===== src/rtl/dmem_lsu.sv =====
// Load/store initiator for the DMem word memory: byte/half/word accesses, RMW sub-word stores.
// Optional LSU_ALIGN_CHECK_EN: misaligned halves/words become errors instead of being force-aligned.
module dmem_lsu #(
  parameter int DEPTH = 32,
  parameter int AW    = 32
) (
  input  logic          clk,
  input  logic          rst_n,
  input  logic          req_valid,
  output logic          req_ready,
  input  logic          req_wr,
  input  logic [1:0]    req_size,
  input  logic          req_signed,
  input  logic [AW-1:0] req_addr,
  input  logic [31:0]   req_wdata,
  output logic          rsp_valid,
  output logic [31:0]   rsp_rdata,
  output logic          rsp_err,
  output logic          busy,
  output logic          Ewr,
  output logic          Erd,
  output logic [AW-1:0] Addr,
  output logic [31:0]   RDir,
  input  logic [31:0]   MOut
);

  // state | meaning
  // IDLE  | waiting for a request, req_ready high
  // RD    | Erd asserted, MOut captured at end of cycle
  // MRG   | old word merged with store lanes, no strobes
  // WR    | Ewr asserted with merged or full word
  // RESP  | one-cycle rsp_valid pulse
  typedef enum logic [2:0] {IDLE, RD, MRG, WR, RESP} state_t;

  localparam logic [1:0] SZ_BYTE = 2'b00;
  localparam logic [1:0] SZ_HALF = 2'b01;
  localparam logic [1:0] SZ_WORD = 2'b10;
  localparam logic [1:0] SZ_RSVD = 2'b11;

  state_t        state_q, state_d;
  logic          op_wr_q;
  logic [1:0]    op_size_q;
  logic          op_sgn_q;
  logic [1:0]    lane_q;
  logic [AW-1:0] idx_q;
  logic [31:0]   wdata_q;
  logic [31:0]   old_q;

  logic          ewr_d, erd_d, rsp_valid_d, rsp_err_d, accept;
  logic [AW-1:0] addr_d;
  logic [31:0]   rdir_d, rsp_rdata_d;

  logic [AW-1:0] idx_in;
  logic [1:0]    lane_in;
  logic          misalign_err;
  logic          req_err;

  function automatic logic [31:0] lane_extract(input logic [31:0] w, input logic [1:0] lane,
                                               input logic [1:0] size, input logic sgn);
    logic [31:0] sh;
    sh = w >> {lane, 3'b000};
    case (size)
      SZ_BYTE: lane_extract = {{24{sgn & sh[7]}}, sh[7:0]};
      SZ_HALF: lane_extract = {{16{sgn & sh[15]}}, sh[15:0]};
      default: lane_extract = w;
    endcase
  endfunction

  function automatic logic [31:0] lane_merge(input logic [31:0] old, input logic [31:0] data,
                                             input logic [1:0] lane, input logic [1:0] size);
    logic [31:0] mask;
    mask = (size == SZ_BYTE) ? 32'h0000_00ff : 32'h0000_ffff;
    mask = mask << {lane, 3'b000};
    lane_merge = (old & ~mask) | ((data << {lane, 3'b000}) & mask);
  endfunction

  always_comb begin
    idx_in       = req_addr >> 2;
    lane_in      = req_addr[1:0];
    misalign_err = 1'b0;
`ifdef LSU_ALIGN_CHECK_EN
    misalign_err = ((req_size == SZ_HALF) && req_addr[0]) ||
                   ((req_size == SZ_WORD) && (req_addr[1:0] != 2'b00));
`else
    if (req_size == SZ_HALF) lane_in[0] = 1'b0;
    if (req_size == SZ_WORD) lane_in    = 2'b00;
`endif
    req_err = (idx_in >= AW'(DEPTH)) || (req_size == SZ_RSVD) || misalign_err;
  end

  // Strobes and response are computed for the next state and registered with it.
  always_comb begin
    state_d     = state_q;
    ewr_d       = 1'b0;
    erd_d       = 1'b0;
    addr_d      = '0;
    rdir_d      = '0;
    rsp_valid_d = 1'b0;
    rsp_rdata_d = '0;
    rsp_err_d   = 1'b0;
    accept      = 1'b0;
    case (state_q)
      IDLE: begin
        if (req_valid) begin
          accept = 1'b1;
          if (req_err) begin
            state_d     = RESP;
            rsp_valid_d = 1'b1;
            rsp_err_d   = 1'b1;
          end else if (req_wr && (req_size == SZ_WORD)) begin
            state_d = WR;
            ewr_d   = 1'b1;
            addr_d  = idx_in;
            rdir_d  = req_wdata;
          end else begin
            state_d = RD;
            erd_d   = 1'b1;
            addr_d  = idx_in;
          end
        end
      end
      RD: begin
        if (op_wr_q) begin
          state_d = MRG;
        end else begin
          state_d     = RESP;
          rsp_valid_d = 1'b1;
          rsp_rdata_d = lane_extract(MOut, lane_q, op_size_q, op_sgn_q);
        end
      end
      MRG: begin
        state_d = WR;
        ewr_d   = 1'b1;
        addr_d  = idx_q;
        rdir_d  = lane_merge(old_q, wdata_q, lane_q, op_size_q);
      end
      WR: begin
        state_d     = RESP;
        rsp_valid_d = 1'b1;
      end
      RESP:    state_d = IDLE;
      default: state_d = IDLE;
    endcase
  end

  always_ff @(posedge clk or negedge rst_n) begin
    if (!rst_n) begin
      state_q   <= IDLE;
      req_ready <= 1'b1;
      busy      <= 1'b0;
      rsp_valid <= 1'b0;
      rsp_rdata <= '0;
      rsp_err   <= 1'b0;
      Ewr       <= 1'b0;
      Erd       <= 1'b0;
      Addr      <= '0;
      RDir      <= '0;
      op_wr_q   <= 1'b0;
      op_size_q <= '0;
      op_sgn_q  <= 1'b0;
      lane_q    <= '0;
      idx_q     <= '0;
      wdata_q   <= '0;
      old_q     <= '0;
    end else begin
      state_q   <= state_d;
      req_ready <= (state_d == IDLE);
      busy      <= (state_d != IDLE);
      rsp_valid <= rsp_valid_d;
      rsp_rdata <= rsp_rdata_d;
      rsp_err   <= rsp_err_d;
      Ewr       <= ewr_d;
      Erd       <= erd_d;
      Addr      <= addr_d;
      RDir      <= rdir_d;
      if (accept) begin
        op_wr_q   <= req_wr;
        op_size_q <= req_size;
        op_sgn_q  <= req_signed;
        lane_q    <= lane_in;
        idx_q     <= idx_in;
        wdata_q   <= req_wdata;
      end
      if (state_q == RD) old_q <= MOut;
    end
  end

endmodule


===== config.mk =====
export PLATFORM = sky130hd
export DESIGN_NAME = dmem_lsu
export DESIGN_NICKNAME = d
export VERILOG_FILES = /design/src/rtl/dmem_lsu.sv
export SDC_FILE = /design/constraint.sdc
export NUM_CORES = 1
export LEC_CHECK = 0
export CAP_MARGIN = 10
export CORE_MARGIN = 3
export CORE_UTILIZATION = 45
export CTS_BUF_LIST = sky130_fd_sc_hd__clkbuf_4
export CTS_CLUSTER_DIAMETER = 50
export CTS_CLUSTER_SIZE = 16
export DETAILED_ROUTE_END_ITERATION = 6
export PLACE_DENSITY_LB_ADDON = 0.1
export RECOVER_POWER = 25
export SYNTH_ARGS = -nofsm -noshare
export SYNTH_HDL_FRONTEND = slang
export SYNTH_SLANG_ARGS = --single-unit

===== constraint.sdc =====
create_clock -name clk -period 3.3 [get_ports clk]
set_input_delay 0.825 -clock clk [delete_from_list [all_inputs] [get_ports clk]]
set_output_delay 0.825 -clock clk [all_outputs]
set_load 0.1 [all_outputs]

==> results of run 1 <==
[worst max-delay path, cell delays in order]
cell and delay [ns]:
clkdlybuf4s50_1 0.42, nor4_1 0.43, nand4_1 0.31, or3_1 0.68, o31ai_1 0.35
[flip-flops by register name, indices dropped and copies added, names as in the netlist]
| signal | count |
|---|---|
| op_wr_q | 1 |
| RDir | 32 |
| rsp_valid | 1 |
| state_q | 3 |
| Addr | 30 |
| old_q | 32 |
| rsp_rdata | 32 |
| lane_q | 2 |
| req_ready | 1 |
| Ewr | 1 |
| Erd | 1 |
| wdata_q | 16 |
| idx_q | 30 |
| busy | 1 |
| rsp_err | 1 |
| op_size_q | 2 |
| op_sgn_q | 1 |
[per-stage QoR]
stage / total power (W) / instance area [um^2]
2_1_floorplan: 0.00283 / 7860
3_3_place_gp: 0.00313 / 9820
3_5_place_dp: 0.00316 / 9820
4_1_cts: 0.00442 / 10100
5_1_grt: 0.00459 / 10100
6_report: 0.00438 / 10100
[final cells by class]
class	instances	area, um^2	area share
tap	220	275	0.0272
timing repair buffer	217	1900	0.188
clock inverter	15	164	0.0162
multi-input combinational	487	2930	0.290
inverter	4	15.0	0.00149
sequential	187	4680	0.463
antenna	1	2.50	0.000248
clock buffer	17	128	0.0126
[report_power, final]
| part | internal (W) | switching (W) |
|---|---|---|
| Clock | 0.000409 | 0.000855 |
| Sequential | 0.00238 | 0.0000785 |
| Combinational | 0.000268 | 0.000390 |
| Total | 0.00306 | 0.00132 |
[worst max path at each step]
stage	end
floorplan	RDir[5]
global placement	RDir[0]
detailed placement	RDir[7]
CTS	RDir[7]
global route	RDir[6]
finish	RDir[6]
[kinds of logic (layout without fill, tap and decap cells)]
logic type	count (synthesis)	in the layout
muxes	60	60
and+or+nand+nor	279	279
buffers and inverters	57	253
DFF	187	187
AOI/OAI and AO/OA	144	144
xor gates and xnor gates	2	2
other	1	3
[Yosys cell counts (2+ instances only)]
library cell,count,area (um^2)
a21o_1,16,120
a21oi_1,10,50.1
a22oi_1,8,60.1
a31oi_1,7,43.8
a32o_1,2,20.0
and2_1,26,163
and3_1,2,12.5
buf_2,14,70.1
buf_4,4,30.0
buf_6,2,22.5
clkbuf_1,32,120
dfrtp_1,186,4650
inv_1,4,15.0
mux2_2,41,462
mux2i_1,19,190
nand2_1,195,732
nand2b_1,9,56.3
nand3_1,2,10.0
nor2_1,15,56.3
nor2b_1,4,25.0
nor3_1,5,25.0
nor4_1,4,25.0
o21a_1,8,60.1
o21ai_0,35,175
o21ai_1,2,10.0
o221a_2,7,78.8
o221ai_1,9,78.8
o22ai_1,11,68.8
o2bb2ai_1,8,70.1
o31ai_1,16,120
or2_2,3,18.8
or3_1,4,25.0
or3b_1,2,17.5
xnor2_1,2,17.5
[metal layers]
metal	GRT usage	up-vias	wire length (um)
li1	-	2866	-
met1	0.339	3057	10100
met2	0.348	237	10300
met4	0.0660	0	243
met5	0	-	0
met3	0.0528	20	1400
==> summary.txt, run 1 <==
Top_reg_cell synth = dfrtp_1
Cells after Synth = 730
IO Port Bufs = 202
Drc violations = 0
Failing checks = capacitance limit, slew limit
RR Startpoint = lane_q[0]
Post-DRT Antenna Nets = 0
HP Start = idx_q[22]
Routed WL per cell = 19.2 um
Clk_lat worst skew = 0.58 ns
Max-slew headroom = -0.311
Max-cap viol count = 1
Critical path endpoint category = flip-flop
Die Wd = 138 um
Post-synthesis to final-layout area growth = 28.6%
Max FO, Critical Path = 15
Final core utilization = 0.601
NumNets Final = 1017
Pin count of the biggest net entering global routing = 79
IO Pins = 205
Pre-CTS setup slack = 0.182 ns
Total vias in the final route = 6180
CTS Hold Bufs = 0
Final setup vio count = 0
Htree depth = 4
Worst Clk Skew = 0.0157 ns
Min-delay worst type = flip-flop to flip-flop
Post-synthesis mux area share = 0.0830
Post-Syn Area = 0.00786 mm^2
Post-synth EDFFs = 0
Main combinational cell family by area after synthesis = simple AND/OR/NAND/NOR gates
First-pass GRT wire length = 35.2 mm
Max Fclk = 0.393 GHz
Most frequent cells in the layout = 195 x nand2_1, 186 x dfrtp_1, 113 x buf_4
Vias in the first global route = 6212
Synth Area in Compound Gates = 0.128
FFs w/ async S/R, synth = 1.00
Initial DRC Count = 463
Post-Route WL = 22.0 mm
Worst Path Arrival = 3.02 ns
R2r setup slk = 1.14 ns
Initial Utilization = 0.467
Most common cell after layout, fill and taps aside = nand2_1
Final Worst Setup Slack = 0.757 ns
Worst-margin pin slew = 1.97 ns
Clock Root Buffer = clkbuf_4
Warnings from Yosys = 0
Via density = 5.38
WHS = 0.485 ns
Final cell count without fillers = 1148
Setup_tns = 0 ns
Sequential share of the synthesized area = 0.596
Total CTS buffers = 17
Period utilization = 0.771
XOR/XNOR Fraction of Synth Area = 0.00223
Post-layout min period = 2.54 ns
Routability cong. = 0.868
Pwr per Cell Area = 434 mW/mm^2
Clk sinks = 187
FP Rows = 47
CTS Buffer Depth = 2
#FFs+latches synth = 187
Unrepaired setup endpoints after global routing = false
Core box area = 0.0168 mm^2
Fill cell count = 1431
Die Area = 0.0191 mm^2
Simple-Gate Fraction of Synth Area = 0.158
Hold Path End = idx_q[22]
Drt pass-1 iters = 5
Initial antenna violation count = 1
Required time worst endpoint = 3.78 ns
Final Max Slew Viols = 78
R2R cell count = 5
Avg Cell Area, Syn = 10.8 um^2
Total placed cells including tap cells = 1115
Dpl hpwl = 16.0 mm
Pleak = 5.05 nW
Total GRT Usage = 0.231
Post-CTS Setup Inserts = 0
Peak supply drop = 0.219 mV
CP startpoint = req_addr[10]
CP Launch Type = primary input
Post-CTS sizing = 0
FF-to-FF End = RDir[22]
CTS tree = yes
Share of cells above drive strength 1 = 0.222
Chip height = 138 um
Final Hold Viols = 0
Synth cell types = 50
Worst hold stages = 2
CTS clock-pin slew for the worst setup and hold paths = 0.15 ns
Critical path class = primary input to flip-flop
Synth Area in Adders = 0
Status = finished with violations
GR Overflow Total = 0
Note: power is estimated with default switching activity, not from simulation.
==> run 2, diff against run 1 <==
==> constraint.sdc (replaced) <==
create_clock -name clk -period 2.45 [get_ports clk]
set_input_delay 0.6125 -clock clk [delete_from_list [all_inputs] [get_ports clk]]
set_output_delay 0.6125 -clock clk [all_outputs]
set_load 0.1 [all_outputs]
==> run 2 against run 1 <==
The flow now finishes without violations. Hold slack about the same. Combinational power increased by 38%. Critical path type unchanged. Critical endpoint is now RDir[3]. Core utilization increased by 1.2 points. Global-route usage increased by 0.33 points. Worst setup slack got worse by 0.42 ns. Cell count increased by 1.4%. Die area unchanged. Sequential power increased by 35%.
==> summary.txt, run 2 (same netlist as run 1, synthesis figures left out) <==
Status = complete, no violations
Pleak = 5.16 nW (+2.2%)
Initial antenna violation count = 1 (unchanged)
Post-layout min period = 2.11 ns
Clk sinks = 187 (unchanged)
Htree depth = 4 (unchanged)
R2R cell count = 5 (unchanged)
Min-delay worst type = flip-flop to flip-flop
FP Rows = 47 (unchanged)
Worst Clk Skew = 0.0194 ns (+0.00375 ns)
CTS Buffer Depth = 2 (unchanged)
R2r setup slk = 0.41 ns (-0.73 ns)
Total GRT Usage = 0.234 (+0.00328)
IO Pins = 205 (unchanged)
Unrepaired setup endpoints after global routing = false
Most frequent cells in the layout = 195 x nand2_1, 186 x dfrtp_1, 125 x buf_4
Max Fclk = 0.473 GHz
Dpl hpwl = 16.2 mm (+1.4%)
Post-Route WL = 22.0 mm (-0.21%)
HP Start = idx_q[9]
Critical path endpoint category = flip-flop
Crit-path leading delay family = simple AND/OR/NAND/NOR gates
Drt pass-1 iters = 5 (unchanged)
GR Overflow Total = 0 (unchanged)
RR Startpoint = lane_q[1]
CP Launch Type = primary input
First-pass GRT wire length = 35.8 mm (+1.7%)
GRT Max-Usage Layer = met2
GRT met2 Usage = 0.349 (+0.00128)
CP startpoint = req_addr[10]
Routability cong. = 0.867 (-0.14%)
Top Registers = RDir x32, old_q x32, rsp_rdata x32
Final core utilization = 0.613 (+0.0120)
Period utilization = 0.863
CTS tree = yes
Post-synthesis to final-layout area growth = 31.2%
Final Hold Viols = 0 (unchanged)
Max-cap viol count = 0 (-1)
Pin count of the biggest net entering global routing = 58 (-27%)
Peak supply drop = 0.284 mV (+30%)
Pre-CTS setup slack = -0.268 ns (-0.450 ns)
Critical path class = primary input to flip-flop
Clock Root Buffer = clkbuf_4
Post-DRT Antenna Nets = 0 (unchanged)
Initial DRC Count = 587 (+27%)
CP peak stage delay = 0.43 ns (-0.25 ns)
Worst hold stages = 2 (unchanged)
Required time worst endpoint = 2.93 ns (-0.85 ns)
Initial Utilization = 0.467 (unchanged)
Core box area = 0.0168 mm^2 (unchanged)
WHS = 0.485 ns (-0.000293 ns)
Share of cells above drive strength 1 = 0.234 (+0.0121)
Slowest stage cell, crit path = clkdlybuf4s50_1
IO Port Bufs = 202 (unchanged)
Critical path buffers and inverters = 3 (+2)
Total vias in the final route = 6275 (+1.5%)
Clk_lat worst skew = 0.58 ns (about the same)
Max-slew headroom = 0.0212 (+0.332)
Vias in the first global route = 6430 (+3.5%)
Routed WL per cell = 18.9 um (-1.6%)
Met3 usage = 0.0504 (-0.00242)
Final setup vio count = 0 (unchanged)
Worst-margin pin slew = 1.47 ns (-0.498 ns)
Via density = 5.39 (+0.14%)
CTS clock-pin slew for the worst setup and hold paths = 0.16 ns (about the same)
Cell Chain, Critical Path = clkdlybuf4s50_1 -> nor4_1 -> buf_4 -> nand4_1 -> or3_1 -> buf_4 -> o31ai_1
Final Worst Setup Slack = 0.336 ns (-0.421 ns)
Total CTS buffers = 17 (unchanged)
Die Area = 0.0191 mm^2 (unchanged)
Pwr per Cell Area = 588 mW/mm^2 (+36%)
NumNets Final = 1034 (+1.7%)
Chip height = 138 um (unchanged)
Final Max Slew Viols = 0 (-100%)
Most common cell after layout, fill and taps aside = nand2_1
GR Layer Usage met1 = 0.346 (+0.00749)
Post-CTS sizing = 0 (unchanged)
Hold Path End = idx_q[9]
Drc violations = 0 (unchanged)
Worst Path Arrival = 2.59 ns (-0.43 ns)
Die Wd = 138 um (unchanged)
Max FO, Critical Path = 15 (unchanged)
FF-to-FF End = RDir[20]
Most Frequent Cell on Critical Path = buf_4
-- run 2: per-stage QoR --
step	std cells	TNS [ns]	total power, W	cell area, um^2
CTS	1163	0	0.00612	10300
finish	1164	0	0.00606	10300
global placement	1131	-6.97	0.00425	9990
global route	1164	0	0.00636	10300
detailed placement	1131	-5.47	0.00428	9990
floorplan	731	0	0.00382	7860
-- run 2: metal layers --
metal	wire length (um)	vias to the layer above	part of all wire
met5	0	-	0
met3	1210	37	0.055
met1	10300	3077	0.47
met4	454	0	0.021
li1	-	2912	-
met2	10000	249	0.46
-- run 2: power breakdown --
| group | switching, W | internal [W] | leakage [nW] | total, W |
|---|---|---|---|---|
| sequential | 0.000112 | 0.00320 | 2.52 | 0.00332 |
| combinational | 0.000520 | 0.000387 | 2.48 | 0.000908 |
| clock | 0.00111 | 0.000733 | 0.165 | 0.00184 |
-- run 2: what timing repair did --
action	in CTS	in global routing
endpoints found under the hold margin	54	0
setup buffers	0	0
hold buffers	1	0
-- run 2: worst max-delay path by stage --
stage	cells after the start	endpoint	slack [ns]
final	7	RDir[3]	0.34
after global routing	4	RDir[31]	0.27
after CTS	7	RDir[4]	0.37
after detailed placement	7	RDir[4]	-0.27
after global placement	7	RDir[0]	-0.24
after floorplan	6	RDir[5]	0.51
-- run 2: worst min-delay path, cell delays in order (launching register included) --
cell	delay (ns)
dfrtp_1	0.37
nand2_1	0.05
nand2_1	0.05
-- run 2: layout make-up --
type                       count  area, um^2
antenna                        1        2.50
sequential                   187        4680
clock inverter                14         185
timing repair buffer         234        2080
fill                        1387        6510
tap                          220         275
inverter                       4        15.0
multi-input combinational    487        2930
clock buffer                  17         128
